===== src/rtl/card_regfile_writer.sv =====
// card_regfile_writer
// Initiator end of the card register-file sync chain. Holds one 14-bit state
// word per card and, on each frame_start, streams every word onto regfile_in
// behind a single-cycle regfile_sync token, then waits for the token to come
// back out of the chain as regfile_sync_done.
//
// Optional feature macro: CARD_REGFILE_TIMEOUT_EN
//   defined   -> an 8-bit watchdog bounds the wait for regfile_sync_done and
//                raises a sticky timeout_err when it expires.
//   undefined -> the writer waits for regfile_sync_done indefinitely and
//                timeout_err is tied low.

module card_regfile_writer #(
    parameter int NUM_CARDS      = 12,
    parameter int TIMEOUT_CYCLES = 64
) (
    input  logic        pclk,
    input  logic        rst,
    input  logic        frame_start,
    input  logic        wr_en,
    input  logic [3:0]  wr_addr,
    input  logic [13:0] wr_data,
    input  logic        regfile_sync_done,
    output logic        regfile_sync,
    output logic [13:0] regfile_in,
    output logic        busy,
    output logic        timeout_err
);

    // The index has to reach NUM_CARDS itself: that value marks the cycle
    // after the last word, where the bus returns to zero.
    localparam int IDX_W = $clog2(NUM_CARDS + 1);

    typedef enum logic [1:0] {
        IDLE      = 2'd0,
        STREAM    = 2'd1,
        WAIT_DONE = 2'd2
    } state_t;

    state_t             state_q;
    logic [IDX_W-1:0]   idx_q;
    logic               regfile_sync_q;
    logic [13:0]        regfile_in_q;
    logic               busy_q;

    logic [13:0]        mem_q [NUM_CARDS];
    logic               wr_in_range;
    logic [13:0]        stream_word_d;
    logic               idx_at_end;

    assign wr_in_range = ({1'b0, wr_addr} < 5'(NUM_CARDS));
    assign idx_at_end  = (idx_q == IDX_W'(NUM_CARDS));

    // Card state storage: game-logic writes land at the edge in any FSM state.
    always_ff @(posedge pclk or posedge rst) begin
        if (rst) begin
            for (int i = 0; i < NUM_CARDS; i++) begin
                mem_q[i] <= '0;
            end
        end else if (wr_en && wr_in_range) begin
            mem_q[wr_addr] <= wr_data;
        end
    end

    // Word selected for the next streamed cycle; a same-cycle write is not
    // visible here yet, so a colliding write streams the old value.
    always_comb begin
        stream_word_d = '0;
        if (!idx_at_end) begin
            stream_word_d = mem_q[idx_q];
        end
    end

`ifdef CARD_REGFILE_TIMEOUT_EN
    localparam logic [7:0] WDOG_LIMIT = 8'(TIMEOUT_CYCLES - 1);

    logic [7:0] wdog_q;
    logic [7:0] wdog_d;
    logic       wdog_expired;
    logic       timeout_err_q;

    assign wdog_expired = (state_q == WAIT_DONE) && !regfile_sync_done
                          && (wdog_q == WDOG_LIMIT);

    // Watchdog next value: counts only while waiting without a token.
    always_comb begin
        wdog_d = '0;
        if ((state_q == WAIT_DONE) && !regfile_sync_done && !wdog_expired) begin
            wdog_d = wdog_q + 8'd1;
        end
    end

    // Watchdog counter and sticky error flag, cleared only by reset.
    always_ff @(posedge pclk or posedge rst) begin
        if (rst) begin
            wdog_q        <= '0;
            timeout_err_q <= 1'b0;
        end else begin
            wdog_q <= wdog_d;
            if (wdog_expired) begin
                timeout_err_q <= 1'b1;
            end
        end
    end

    assign timeout_err = timeout_err_q;
`else
    logic unused_timeout;
    assign unused_timeout = |TIMEOUT_CYCLES;
    assign timeout_err    = 1'b0;
`endif

    // Sequencer: token, bus word and busy are all registered here so the
    // chain sees word i exactly i cycles after the token.
    always_ff @(posedge pclk or posedge rst) begin
        if (rst) begin
            state_q        <= IDLE;
            idx_q          <= '0;
            regfile_sync_q <= 1'b0;
            regfile_in_q   <= '0;
            busy_q         <= 1'b0;
        end else begin
            regfile_sync_q <= 1'b0;
            case (state_q)
                IDLE: begin
                    regfile_in_q <= '0;
                    idx_q        <= '0;
                    if (frame_start) begin
                        state_q        <= STREAM;
                        regfile_sync_q <= 1'b1;
                        regfile_in_q   <= mem_q[0];
                        idx_q          <= IDX_W'(1);
                        busy_q         <= 1'b1;
                    end
                end
                STREAM: begin
                    if (idx_at_end) begin
                        regfile_in_q <= '0;
                        idx_q        <= '0;
                        state_q      <= WAIT_DONE;
                    end else begin
                        regfile_in_q <= stream_word_d;
                        idx_q        <= idx_q + IDX_W'(1);
                    end
                end
                WAIT_DONE: begin
                    regfile_in_q <= '0;
                    if (regfile_sync_done) begin
                        state_q <= IDLE;
                        busy_q  <= 1'b0;
                    end
`ifdef CARD_REGFILE_TIMEOUT_EN
                    else if (wdog_expired) begin
                        state_q <= IDLE;
                        busy_q  <= 1'b0;
                    end
`endif
                end
                default: begin
                    state_q      <= IDLE;
                    idx_q        <= '0;
                    regfile_in_q <= '0;
                    busy_q       <= 1'b0;
                end
            endcase
        end
    end

    assign regfile_sync = regfile_sync_q;
    assign regfile_in   = regfile_in_q;
    assign busy         = busy_q;

endmodule


===== config.mk =====
export PLATFORM = sky130hd
export DESIGN_NAME = card_regfile_writer
export DESIGN_NICKNAME = d
export VERILOG_FILES = /design/src/rtl/card_regfile_writer.sv
export SDC_FILE = /design/constraint.sdc
export NUM_CORES = 1
export LEC_CHECK = 0
export ABC_AREA = 1
export BUFFER_PORTS_ARGS = -buffer_cell sky130_fd_sc_hd__buf_4
export CORE_MARGIN = 1
export CORE_UTILIZATION = 40
export DETAILED_ROUTE_END_ITERATION = 8
export GPL_TIMING_DRIVEN = 0
export SLEW_MARGIN = 10
export SYNTH_ARGS = -nofsm -noshare
export SYNTH_HDL_FRONTEND = slang
export SYNTH_SLANG_ARGS = --single-unit

===== constraint.sdc =====
create_clock -name pclk -period 9.4 [get_ports pclk]
set_clock_uncertainty 0.2 [all_clocks]
set_input_delay 1.88 -clock pclk [delete_from_list [all_inputs] [get_ports pclk]]
set_output_delay 1.88 -clock pclk [all_outputs]
set_load 0.02 [all_outputs]

==> run metrics <==
Final Cell Area=10200 um2; Die Ht=151 um; hold path cells=2; Post-Syn Area=8890 um2; family with the most delay on the worst path=flip-flops; gr busiest metal=met2; CP peak stage delay=0.38 ns; CTS Sinks=190; critical-path maximum fanout=2; Final Routed Wirelength=28.4 mm; Vias=7667; worst hold endpoint=mem_q[43]; Tcrit/Tclk final=32.4%; R2R setup slack=7.10 ns; syn_area_per_cell=7.92 um2; status=finished, final reports clean; worst reg2reg path depth=8; Seq/Total Area, Yosys=53.5%; RR Startpoint=idx_q[0]; drt first pass iters=6; 1st-iter DRT viols=803; crit path max-delay cell type=dfrtp_1; Die X=151 um; Congestion Overflow GR=0; Synth top cells by count=nand2_1, dfrtp_1, o21ai_0; worst skew pair latency=0.44 ns; Startpoint Class=flip-flop; Power Total=2.89 mW; CP arrival=0.97 ns; instance count of the mapped netlist=1122; min-delay worst type=reg -> reg; Setup CP Type=reg -> out; asr flop ratio synth=100%; Yosys warning total=0; detailed-route DRC error count=0; TritonCTS clock tree=yes; cell taking the most area after synthesis=dfrtp_1; RSZ-0062 raised after global routing=false; global placer's final weighted congestion=0.896; post-CTS sizing=0; ranking of synthesized cells by area=dfrtp_1, nand2_1, o21ai_0; most frequently used flop master after synthesis=dfrtp_1; MaxCap Viol Count=0; CP cell instances=buf_4; Synth Net Count=1147; hold buffer count at CTS=0; final design utilization=46.6%; DRT antenna net count=0; Levels on crit path=1; maximum clock frequency=328 MHz; Setup-failing EPs final=0; H-tree depth=4; most common cell in the synthesized netlist=nand2_1; Avg WL per Cell=19.3 um; CP endpoint kind=output pin; post-CTS setup buffers=0; Synth cell types=29; die area=22800 um2; Initial Util=40.7%; placed cell area=9550 um2; worst slew pin tran=0.800 ns; Synth top area share=53.5%; Clock transition at path regs=0.07 ns; Yosys reg bits=190; HP Start=mem_q[43]; Pins Over Slew Limit=0; met1 Usage GRT=36.9%; Port Buf Inserts=37; Core Box Area=21800 um2; Worst EP required=7.32 ns; Rel. slew slack=46.7%; leakage=5.12 nW; nets@finish=1204; vias in the first global route=7230; area grow syn2layout=14.4%; vias per std cell=5.21; Post-synth EDFFs=0; worst hold slack=0.283 ns; final hold vios=0; PwrDens=284 nW/um2; M2 GR Usage=41.7%; Worst VDD drop=0.000132 V; # rows=54; global-route wire length before repair=43.4 mm; min Tclk post-route=3.05 ns; Fill cells=2217; met3 GRT Util=4.49%; DPL Wire Length=19.6 mm; # diodes=0; clk buf depth=2; initial antenna violation count=2; sum of buffers and inverters on the critical path=1; CTS Buf Count=17; total global-route track usage=26.5%; Ports=40; share of cells above drive strength 1=11.9%; Worst R2R End=regfile_in[4]; Root Driver=clkbuf_16; largest net degree at the start of global routing=114
cell families after synthesis:
logic type               synth area share [%]
AND/OR/NAND/NOR                          24.0
AO/OA/AOI/OAI                            13.4
flip-flops                               53.5
buffers and inverters                    8.55
XOR/XNOR                                0.197
adder cells (fa/ha/maj)                 0.282
other                                  0.0422
power breakdown:
part | total [mW] | internal, mW | switching [mW] | leakage (nW)
Clock | 0.764 | 0.435 | 0.329 | 0.297
Combinational | 1.02 | 0.320 | 0.701 | 2.42
Sequential | 1.10 | 1.01 | 0.0909 | 2.40
Total | 2.89 | 1.76 | 1.12 | 5.12
state kept, by name (all words and copies together), names as in the netlist:
register	cells
mem_q	168
idx_q	4
state_q	2
busy	1
regfile_in	14
regfile_sync	1
per-stage QoR:
stage,instances,TNS [ns],worst slack (ns)
global route,1472,0,6.31
CTS,1472,0,6.35
floorplan,1122,0,2.15
detailed placement,1440,0,6.01
global placement,1439,-36.03,-0.205
finish,1472,0,6.35
final cells by class:
| type | instances | area, um2 | share of cell area [%] |
|---|---|---|---|
| inverter | 124 | 473 | 4.65 |
| clock inverter | 12 | 159 | 1.56 |
| tap | 280 | 350 | 3.45 |
| clock buffer | 20 | 457 | 4.49 |
| sequential | 190 | 4750 | 46.8 |
| timing repair buffer | 38 | 305 | 3.00 |
| multi-input combinational | 748 | 3370 | 33.2 |
| buffer | 60 | 294 | 2.89 |
worst max-delay path by stage:
stage | start | endpoint
finish | busy | busy
detailed placement | wr_addr[2] | mem_q[142]
global route | busy | busy
floorplan | rst | busy
CTS | busy | busy
global placement | rst | mem_q[71]
routing by layer:
metal	vias to the layer above	wire, um
met1	3701	12500
met3	43	1820
met2	261	13300
li1	3662	-
met4	0	689
met5	-	0
placed cells by master, fill, tap and decap left out, types with 3 or more instances in the layout:
master | netlist | final
nor2_1 | 19 | 19
o21ai_2 | 10 | 10
buf_1 | 4 | 4
dfrtp_1 | 190 | 190
buf_4 | 3 | 40
o21ai_0 | 177 | 177
inv_2 | 3 | 3
a21oi_1 | 14 | 14
bufinv_16 | 0 | 3
nand2_2 | 7 | 7
o21ai_1 | 26 | 26
buf_2 | 31 | 31
nand3_2 | 4 | 4
nor2_4 | 4 | 4
clkbuf_16 | 0 | 17
clkbuf_1 | 17 | 18
inv_1 | 121 | 120
nand2_1 | 388 | 388
clkinv_4 | 0 | 3
clkbuf_2 | 3 | 3
nand3_1 | 86 | 86
(Power assumes the default switching activity.)
